--- src/rtl/segre_pkg.sv ---
// segre_pkg: shared core widths, memory access sizes and arbiter state/client types
package segre_pkg;
  localparam int ADDR_SIZE = 32;
  localparam int CACHE_LINE_SIZE_BYTES = 16;
  typedef enum logic [1:0] {
    BYTE = 2'd0,
    HALF = 2'd1,
    WORD = 2'd2
  } memop_data_type_e;
  typedef enum logic [1:0] {
    IDLE     = 2'd0,
    IF_BUSY  = 2'd1,
    MEM_BUSY = 2'd2,
    RESP     = 2'd3
  } arb_state_e;
  typedef enum logic {
    ARB_IF  = 1'b0,
    ARB_MEM = 1'b1
  } arb_client_e;
endpackage

--- src/rtl/segre_mem_arbiter_if.sv ---
// segre_mem_arbiter_if: IF/MEM client requests and external memory port; slave = arbiter, master = clients + memory
interface segre_mem_arbiter_if;
  import segre_pkg::*;
  logic if_rd_i;
  logic [ADDR_SIZE-1:0] if_addr_i;
  logic if_ready_o;
  logic [CACHE_LINE_SIZE_BYTES*8-1:0] if_data_o;
  logic mem_rd_i;
  logic mem_wr_i;
  logic [ADDR_SIZE-1:0] mem_addr_i;
  memop_data_type_e mem_data_type_i;
  logic [CACHE_LINE_SIZE_BYTES*8-1:0] mem_wr_data_i;
  logic mem_ready_o;
  logic [CACHE_LINE_SIZE_BYTES*8-1:0] mem_data_o;
  logic [ADDR_SIZE-1:0] addr_o;
  logic rd_o;
  logic wr_o;
  memop_data_type_e data_type_o;
  logic [CACHE_LINE_SIZE_BYTES*8-1:0] wr_data_o;
  logic [CACHE_LINE_SIZE_BYTES*8-1:0] rd_data_i;
  logic ready_i;
  modport slave (
    input  if_rd_i, if_addr_i, mem_rd_i, mem_wr_i, mem_addr_i, mem_data_type_i, mem_wr_data_i, rd_data_i, ready_i,
    output if_ready_o, if_data_o, mem_ready_o, mem_data_o, addr_o, rd_o, wr_o, data_type_o, wr_data_o
  );
  modport master (
    output if_rd_i, if_addr_i, mem_rd_i, mem_wr_i, mem_addr_i, mem_data_type_i, mem_wr_data_i, rd_data_i, ready_i,
    input  if_ready_o, if_data_o, mem_ready_o, mem_data_o, addr_o, rd_o, wr_o, data_type_o, wr_data_o
  );
endinterface

--- src/rtl/segre_arb_grant.sv ---
// segre_arb_grant: picks the winning client; SEGRE_ARB_ROUND_ROBIN_EN alternates on conflict, else MEM always wins
module segre_arb_grant
  import segre_pkg::*;
(
  input  logic        if_req,
  input  logic        mem_req,
  input  arb_client_e last,
  output arb_client_e grant
);
`ifdef SEGRE_ARB_ROUND_ROBIN_EN
  always_comb grant = (if_req && mem_req) ? (last == ARB_IF ? ARB_MEM : ARB_IF) : (mem_req ? ARB_MEM : ARB_IF);
`else
  logic unused_last;
  assign unused_last = last;
  always_comb grant = (mem_req || !if_req) ? ARB_MEM : ARB_IF;
`endif
endmodule

--- src/rtl/segre_mem_arbiter.sv ---
// segre_mem_arbiter: grants IF or MEM one memory transaction at a time (clk_i, rsn_i sync active-high, bus = client + memory ports; SEGRE_ARB_ROUND_ROBIN_EN selects round-robin)
module segre_mem_arbiter
  import segre_pkg::*;
(
  input logic clk_i,
  input logic rsn_i,
  segre_mem_arbiter_if.slave bus
);
  localparam logic [1:0] S_IDLE = IDLE;
  localparam logic [1:0] S_IF   = IF_BUSY;
  localparam logic [1:0] S_MEM  = MEM_BUSY;
  localparam logic [1:0] S_RESP = RESP;
  logic [1:0] state;
  arb_client_e last, grant;
  logic mem_req;
  logic [ADDR_SIZE-1:0] addr_q;
  logic rd_q, wr_q;
  memop_data_type_e dt_q;
  logic [CACHE_LINE_SIZE_BYTES*8-1:0] wdata_q, if_data_q, mem_data_q;
  assign mem_req = bus.mem_rd_i || bus.mem_wr_i;
  segre_arb_grant u_grant (
    .if_req (bus.if_rd_i),
    .mem_req(mem_req),
    .last   (last),
    .grant  (grant)
  );
  // last doubles as the currently granted client while BUSY/RESP
  always_ff @(posedge clk_i) begin
    if (rsn_i) begin
      state      <= S_IDLE;
      last       <= ARB_IF;
      addr_q     <= '0;
      rd_q       <= 1'b0;
      wr_q       <= 1'b0;
      dt_q       <= WORD;
      wdata_q    <= '0;
      if_data_q  <= '0;
      mem_data_q <= '0;
    end else begin
      case (state)
        S_IDLE: if (bus.if_rd_i || mem_req) begin
          last <= grant;
          if (grant == ARB_MEM) begin
            state   <= S_MEM;
            addr_q  <= bus.mem_addr_i;
            rd_q    <= !bus.mem_wr_i;
            wr_q    <= bus.mem_wr_i;
            dt_q    <= bus.mem_data_type_i;
            wdata_q <= bus.mem_wr_data_i;
          end else begin
            state   <= S_IF;
            addr_q  <= bus.if_addr_i;
            rd_q    <= 1'b1;
            wr_q    <= 1'b0;
            dt_q    <= WORD;
            wdata_q <= '0;
          end
        end
        S_IF, S_MEM: if (bus.ready_i) begin
          state <= S_RESP;
          rd_q  <= 1'b0;
          wr_q  <= 1'b0;
          if (state == S_IF) if_data_q <= bus.rd_data_i;
          else mem_data_q <= wr_q ? '0 : bus.rd_data_i;
        end
        default: state <= S_IDLE;
      endcase
    end
  end
  assign bus.addr_o      = addr_q;
  assign bus.rd_o        = rd_q;
  assign bus.wr_o        = wr_q;
  assign bus.data_type_o = dt_q;
  assign bus.wr_data_o   = wdata_q;
  assign bus.if_data_o   = if_data_q;
  assign bus.mem_data_o  = mem_data_q;
  assign bus.if_ready_o  = state == S_RESP && last == ARB_IF;
  assign bus.mem_ready_o = state == S_RESP && last == ARB_MEM;
  // simultaneous read and write from MEM is a client bug; it is serviced as a write
  assert property (@(posedge clk_i) disable iff (rsn_i) !(bus.mem_rd_i && bus.mem_wr_i));
endmodule

--- src/flat_wrapper.sv ---
// flat-port wrapper written by rule: the top's interface ports become plain ports
module segre_mem_arbiter_flat import segre_pkg::*;
  (clk_i, rsn_i, bus_if_rd_i, bus_if_addr_i, bus_mem_rd_i, bus_mem_wr_i, bus_mem_addr_i, bus_mem_data_type_i, bus_mem_wr_data_i, bus_rd_data_i, bus_ready_i, bus_if_ready_o, bus_if_data_o, bus_mem_ready_o, bus_mem_data_o, bus_addr_o, bus_rd_o, bus_wr_o, bus_data_type_o, bus_wr_data_o);
  segre_mem_arbiter_if bus_i ();
  input logic clk_i;
  input logic rsn_i;
  input wire logic [$bits(bus_i.if_rd_i)-1:0] bus_if_rd_i;
  input wire logic [$bits(bus_i.if_addr_i)-1:0] bus_if_addr_i;
  input wire logic [$bits(bus_i.mem_rd_i)-1:0] bus_mem_rd_i;
  input wire logic [$bits(bus_i.mem_wr_i)-1:0] bus_mem_wr_i;
  input wire logic [$bits(bus_i.mem_addr_i)-1:0] bus_mem_addr_i;
  input wire logic [$bits(bus_i.mem_data_type_i)-1:0] bus_mem_data_type_i;
  input wire logic [$bits(bus_i.mem_wr_data_i)-1:0] bus_mem_wr_data_i;
  input wire logic [$bits(bus_i.rd_data_i)-1:0] bus_rd_data_i;
  input wire logic [$bits(bus_i.ready_i)-1:0] bus_ready_i;
  output wire logic [$bits(bus_i.if_ready_o)-1:0] bus_if_ready_o;
  output wire logic [$bits(bus_i.if_data_o)-1:0] bus_if_data_o;
  output wire logic [$bits(bus_i.mem_ready_o)-1:0] bus_mem_ready_o;
  output wire logic [$bits(bus_i.mem_data_o)-1:0] bus_mem_data_o;
  output wire logic [$bits(bus_i.addr_o)-1:0] bus_addr_o;
  output wire logic [$bits(bus_i.rd_o)-1:0] bus_rd_o;
  output wire logic [$bits(bus_i.wr_o)-1:0] bus_wr_o;
  output wire logic [$bits(bus_i.data_type_o)-1:0] bus_data_type_o;
  output wire logic [$bits(bus_i.wr_data_o)-1:0] bus_wr_data_o;
  assign bus_i.if_rd_i = bus_if_rd_i;
  assign bus_i.if_addr_i = bus_if_addr_i;
  assign bus_i.mem_rd_i = bus_mem_rd_i;
  assign bus_i.mem_wr_i = bus_mem_wr_i;
  assign bus_i.mem_addr_i = bus_mem_addr_i;
  assign bus_i.mem_data_type_i = bus_mem_data_type_i;
  assign bus_i.mem_wr_data_i = bus_mem_wr_data_i;
  assign bus_i.rd_data_i = bus_rd_data_i;
  assign bus_i.ready_i = bus_ready_i;
  assign bus_if_ready_o = bus_i.if_ready_o;
  assign bus_if_data_o = bus_i.if_data_o;
  assign bus_mem_ready_o = bus_i.mem_ready_o;
  assign bus_mem_data_o = bus_i.mem_data_o;
  assign bus_addr_o = bus_i.addr_o;
  assign bus_rd_o = bus_i.rd_o;
  assign bus_wr_o = bus_i.wr_o;
  assign bus_data_type_o = bus_i.data_type_o;
  assign bus_wr_data_o = bus_i.wr_data_o;
  segre_mem_arbiter u_core (.clk_i(clk_i), .rsn_i(rsn_i), .bus(bus_i));
endmodule
--- config.mk ---
export PLATFORM = sky130hd
export DESIGN_NAME = segre_mem_arbiter_flat
export DESIGN_NICKNAME = d
export VERILOG_FILES = /design/src/rtl/segre_pkg.sv /design/src/rtl/segre_mem_arbiter_if.sv /design/src/rtl/segre_arb_grant.sv /design/src/rtl/segre_mem_arbiter.sv /design/src/flat_wrapper.sv
export SDC_FILE = /design/constraint.sdc
export NUM_CORES = 1
export LEC_CHECK = 0
export CAP_MARGIN = 20
export CORE_AREA = 2 2 292 294
export DETAILED_ROUTE_END_ITERATION = 7
export DIE_AREA = 0 0 294 296
export PLACE_DENSITY = 0.52
export SYNTH_ARGS = -nofsm -noshare
export SYNTH_HDL_FRONTEND = slang
export SYNTH_SLANG_ARGS = --single-unit
--- constraint.sdc ---
create_clock -name clk_i -period 2.6 [get_ports clk_i]
set_clock_uncertainty 0.15 [all_clocks]
set_input_delay 0.39 -clock clk_i [delete_from_list [all_inputs] [get_ports clk_i]]
set_output_delay 0.39 -clock clk_i [all_outputs]
set_load 0.1 [all_outputs]
==> run summary <==
The count of cell types in the netlist came out at 32. The pre-CTS setup slack came out at 0.309 ns. The maximum achievable frequency came out at 446 MHz. In this run, post-CTS repair resized a total of 0 instances. The total via count in the routed design is 14.4k.

The slew of the pin with the lowest slew margin came out at 0.619 ns. The count of pins on the block boundary came out at 750. The number of buffers on the longest clock path came out at 3.

The shortest period the worst path allows is 2.24 ns. The TritonCTS clock tree is yes. The predominant post-synthesis flop cell is sky130_fd_sc_hd__dfxtp_1. Setup repair after global routing left no endpoint under its margin. The total CTS buffers is 51. The aggregate negative setup slack is 0 ns. The worst hold path was traced through 2 stages. The arrival time at the worst endpoint is 1.70 ns.

The number of nets still failing antenna checks after routing came out at 0. The wire length of the first global-routing pass is 96.1 mm. The detailed-router iteration count before antenna repair is 5. After synthesis, the most frequently instantiated cells are sky130_fd_sc_hd__dfxtp_1 (423), sky130_fd_sc_hd__nand2_1 (387), sky130_fd_sc_hd__a21oi_1 (260). The global route total overflow came out at 0.

The switching portion of total power came out at 51.1%. The tree is rooted in a sky130_fd_sc_hd__clkbuf_16. STA classifies the critical path endpoint as a primary output. The footprint of the multi-input gates came out at 5590 um^2. The hold buffer count at cts is 0. sky130_fd_sc_hd__dfxtp_1 is the most common cell in the netlist. The horizontal die dimension came out at 294 um. The async set or reset register ratio after synthesis is 0%. The clock sink count came out at 423. Entering global routing, the biggest net connects 105 pins. The largest total area in the synthesized netlist belongs to sky130_fd_sc_hd__dfxtp_1. For this run, the post-layout net count is 2640.

The number of flops mapped to enable cells by yosys came out at 0. The average vias per placed instance came out at 4.17. The internal power of the cells totals 15.9 mW.

The number of endpoints failing setup at the final stage came out at 0. The critical path data required time came out at 2.06 ns. The routed wire length is 69.1 mm. The setup slack on the worst flop-to-flop path is 0.39 ns. Measured in cells, the most critical reg-to-reg path has a length of 7. The reported net switching power came out at 16.6 mW. Once the clock tree was built, the setup fixing pass inserted 0 buffers. The initial antenna violation count is 13. The flow ran to the end, and the final reports show no timing, DRC or antenna violations. The max-slew violation count came out at 0. The via count of the first global-routing pass came out at 13.9k. The number of nets handed over by synthesis was 1932. The floorplan step defined a die boundary enclosing 87000 um^2. The congestion estimate from routability-driven global placement came to 0.816. The number of port buffers is 749. The placed cell count is 3346. Yosys attributes the largest share of cell area to sky130_fd_sc_hd__dfxtp_1 (58%), sky130_fd_sc_hd__nand2_1 (9.9%), sky130_fd_sc_hd__a21oi_1 (8.8%), sky130_fd_sc_hd__a22o_1 (7.7%), sky130_fd_sc_hd__nand3b_1 (6.6%). The final-layout fill cell count is 8946. CTS built an H-tree with a depth of 2.

The top fanout value on the critical path came out at 4. The number of DRC markers in iteration 0 is 579. The worst register-to-register path ends at u_core.bus.if_data_o[65].

The HPWL after detailed placement is 51.4 mm. The overall track demand over capacity in global routing is 14.8%. The cell row count came out at 107.

The region available for standard cell placement spans 84200 um^2. The synthesized design contains 423 register bits. The number of max-cap violations came out at 0. The height of the die came out at 296 um. The remaining routing DRC violations is 0.

The top cell type's share of synthesized area came out at 57.5%. The non-filler instance count after layout is 3443. The power density over cell area came out at 1340 nW/um^2. The clock transition at the registers of the reported paths is 0.06 ns. Across the VDD grid, the largest voltage drop is 0.708 mV. The clock network power share is 23.2%.

Counting every instance in the synthesized netlist gives 1601. The tightest min-delay check is of the input pin to flip-flop type. The synthesis-to-finish area growth is 65.5%. Once the floorplan was initialized, standard cells occupied 17.5% of the core. The per-instance average area after synthesis is 9.20 um^2. Of the total power, combinational logic draws 50.6%. The path with the worst hold slack has its endpoint at u_core.bus.rd_o. For this run, the number of Yosys warnings is 0. The worst hold path begins at rsn_i. The smallest hold slack came out at 0.0502 ns. The post-layout worst setup margin is 0.358 ns. The worst setup path is of the flip-flop to primary output kind. The period utilization is 86.2%. The portion of the post-synthesis area used by sequential elements came out at 57.5%.

The synthesized netlist occupies a cell area of 14700 um^2. The worst slew margin relative to its limit came out at 58.7%. The number of endpoints with negative hold slack in the final report came out at 0.

The power share of the sequential group came out at 26.2%. In the final layout, flip-flops and latches occupy 8470 um^2. The worst setup path is launched from a flip-flop. The worst register-to-register path begins at u_core.state[0]. The leakage dissipation is 9.56 nW. In the final layout, the share of cells above drive strength 1 is 24.2%. The average detailed-routed wire length per instance is 20.1 um. The clock network latency to the later pin of the worst-skew pair is 0.60 ns.
[flip-flops by register name (all words and copies together), names as in the netlist]
name                    cells
u_core.bus.rd_o             1
u_core.bus.data_type_o      2
u_core.last                 1
u_core.bus.wr_o             1
u_core.bus.if_data_o      128
u_core.bus.addr_o          32
u_core.state                2
u_core.bus.mem_data_o     128
u_core.bus.wr_data_o      128
[cell families after synthesis]
| kind of cell | count (synthesis) | synth area share [%] |
|---|---|---|
| AOI/OAI and AO/OA | 428 | 18.2 |
| adders and majority gates | 3 | 0.255 |
| buffers and inverters | 146 | 4.68 |
| DFF | 423 | 57.5 |
| and+or+nand+nor | 601 | 19.3 |
[power by group through the flow]
stage	Sequential, mW	Clock (mW)	Combinational, mW
final	8.52	7.55	16.5
after detailed placement	8.64	0	16.6
after global placement	8.63	0	16.6
after CTS	8.52	7.79	16.6
after floorplan	17.9	0	2.87
after global routing	8.67	8.04	17.0
[layout by cell type (no fill, tap or decap), drive strengths merged, types with 32 or more instances in the layout]
cell / netlist / layout
dfxtp: 423 / 423
nor3: 34 / 34
a22o: 129 / 129
buf: 60 / 473
nor2: 38 / 38
clkdlybuf4s50: 0 / 326
clkbuf: 84 / 66
a21oi: 260 / 260
nand2: 387 / 387
o22ai: 32 / 32
nand3b: 130 / 130
[critical path: stages, from the launching register on]
cell,delay [ns]
sky130_fd_sc_hd__dfxtp_1,0.37
sky130_fd_sc_hd__ha_1,0.24
sky130_fd_sc_hd__nor2b_1,0.26
sky130_fd_sc_hd__buf_12,0.22
[layout make-up]
type | instances | share of cell area [%]
Antenna cell | 2 | 0.0205
Inverter | 2 | 0.0308
Clock inverter | 29 | 1.47
Clock buffer | 66 | 5.80
Sequential cell | 423 | 34.8
Multi-Input combinational cell | 1032 | 22.9
Timing Repair Buffer | 799 | 29.4
Tap cell | 1090 | 5.60
[layer usage]
metal,wire length [um],vias up,track usage [%]
li1,-,6956,-
met1,26200,6738,16.0
met2,33600,529,25.9
met3,6600,114,5.74
met4,2550,18,5.61
met5,116,-,0
[per-stage QoR]
stage          utilization, %  instance area [um^2]  total power [mW]
6_report                 28.9                 24400              32.6
5_1_grt                  28.9                 24400              33.7
4_1_cts                  28.9                 24400              32.9
3_5_place_dp             26.8                 22600              25.2
3_3_place_gp             26.8                 22600              25.2
2_1_floorplan               -                 14700              20.7
[worst max-delay path by stage]
| stage | end | from |
|---|---|---|
| after global routing | u_core.bus.mem_data_o[71] | u_core.state[0] |
| after CTS | bus_if_ready_o | u_core.state[0] |
| final | bus_if_ready_o | u_core.state[0] |
| after floorplan | bus_if_ready_o | u_core.state[0] |
| after global placement | u_core.bus.if_data_o[53] | bus_ready_i |
| after detailed placement | u_core.bus.wr_data_o[1] | bus_mem_wr_i |
Note: power is estimated with default switching activity, not from simulation.
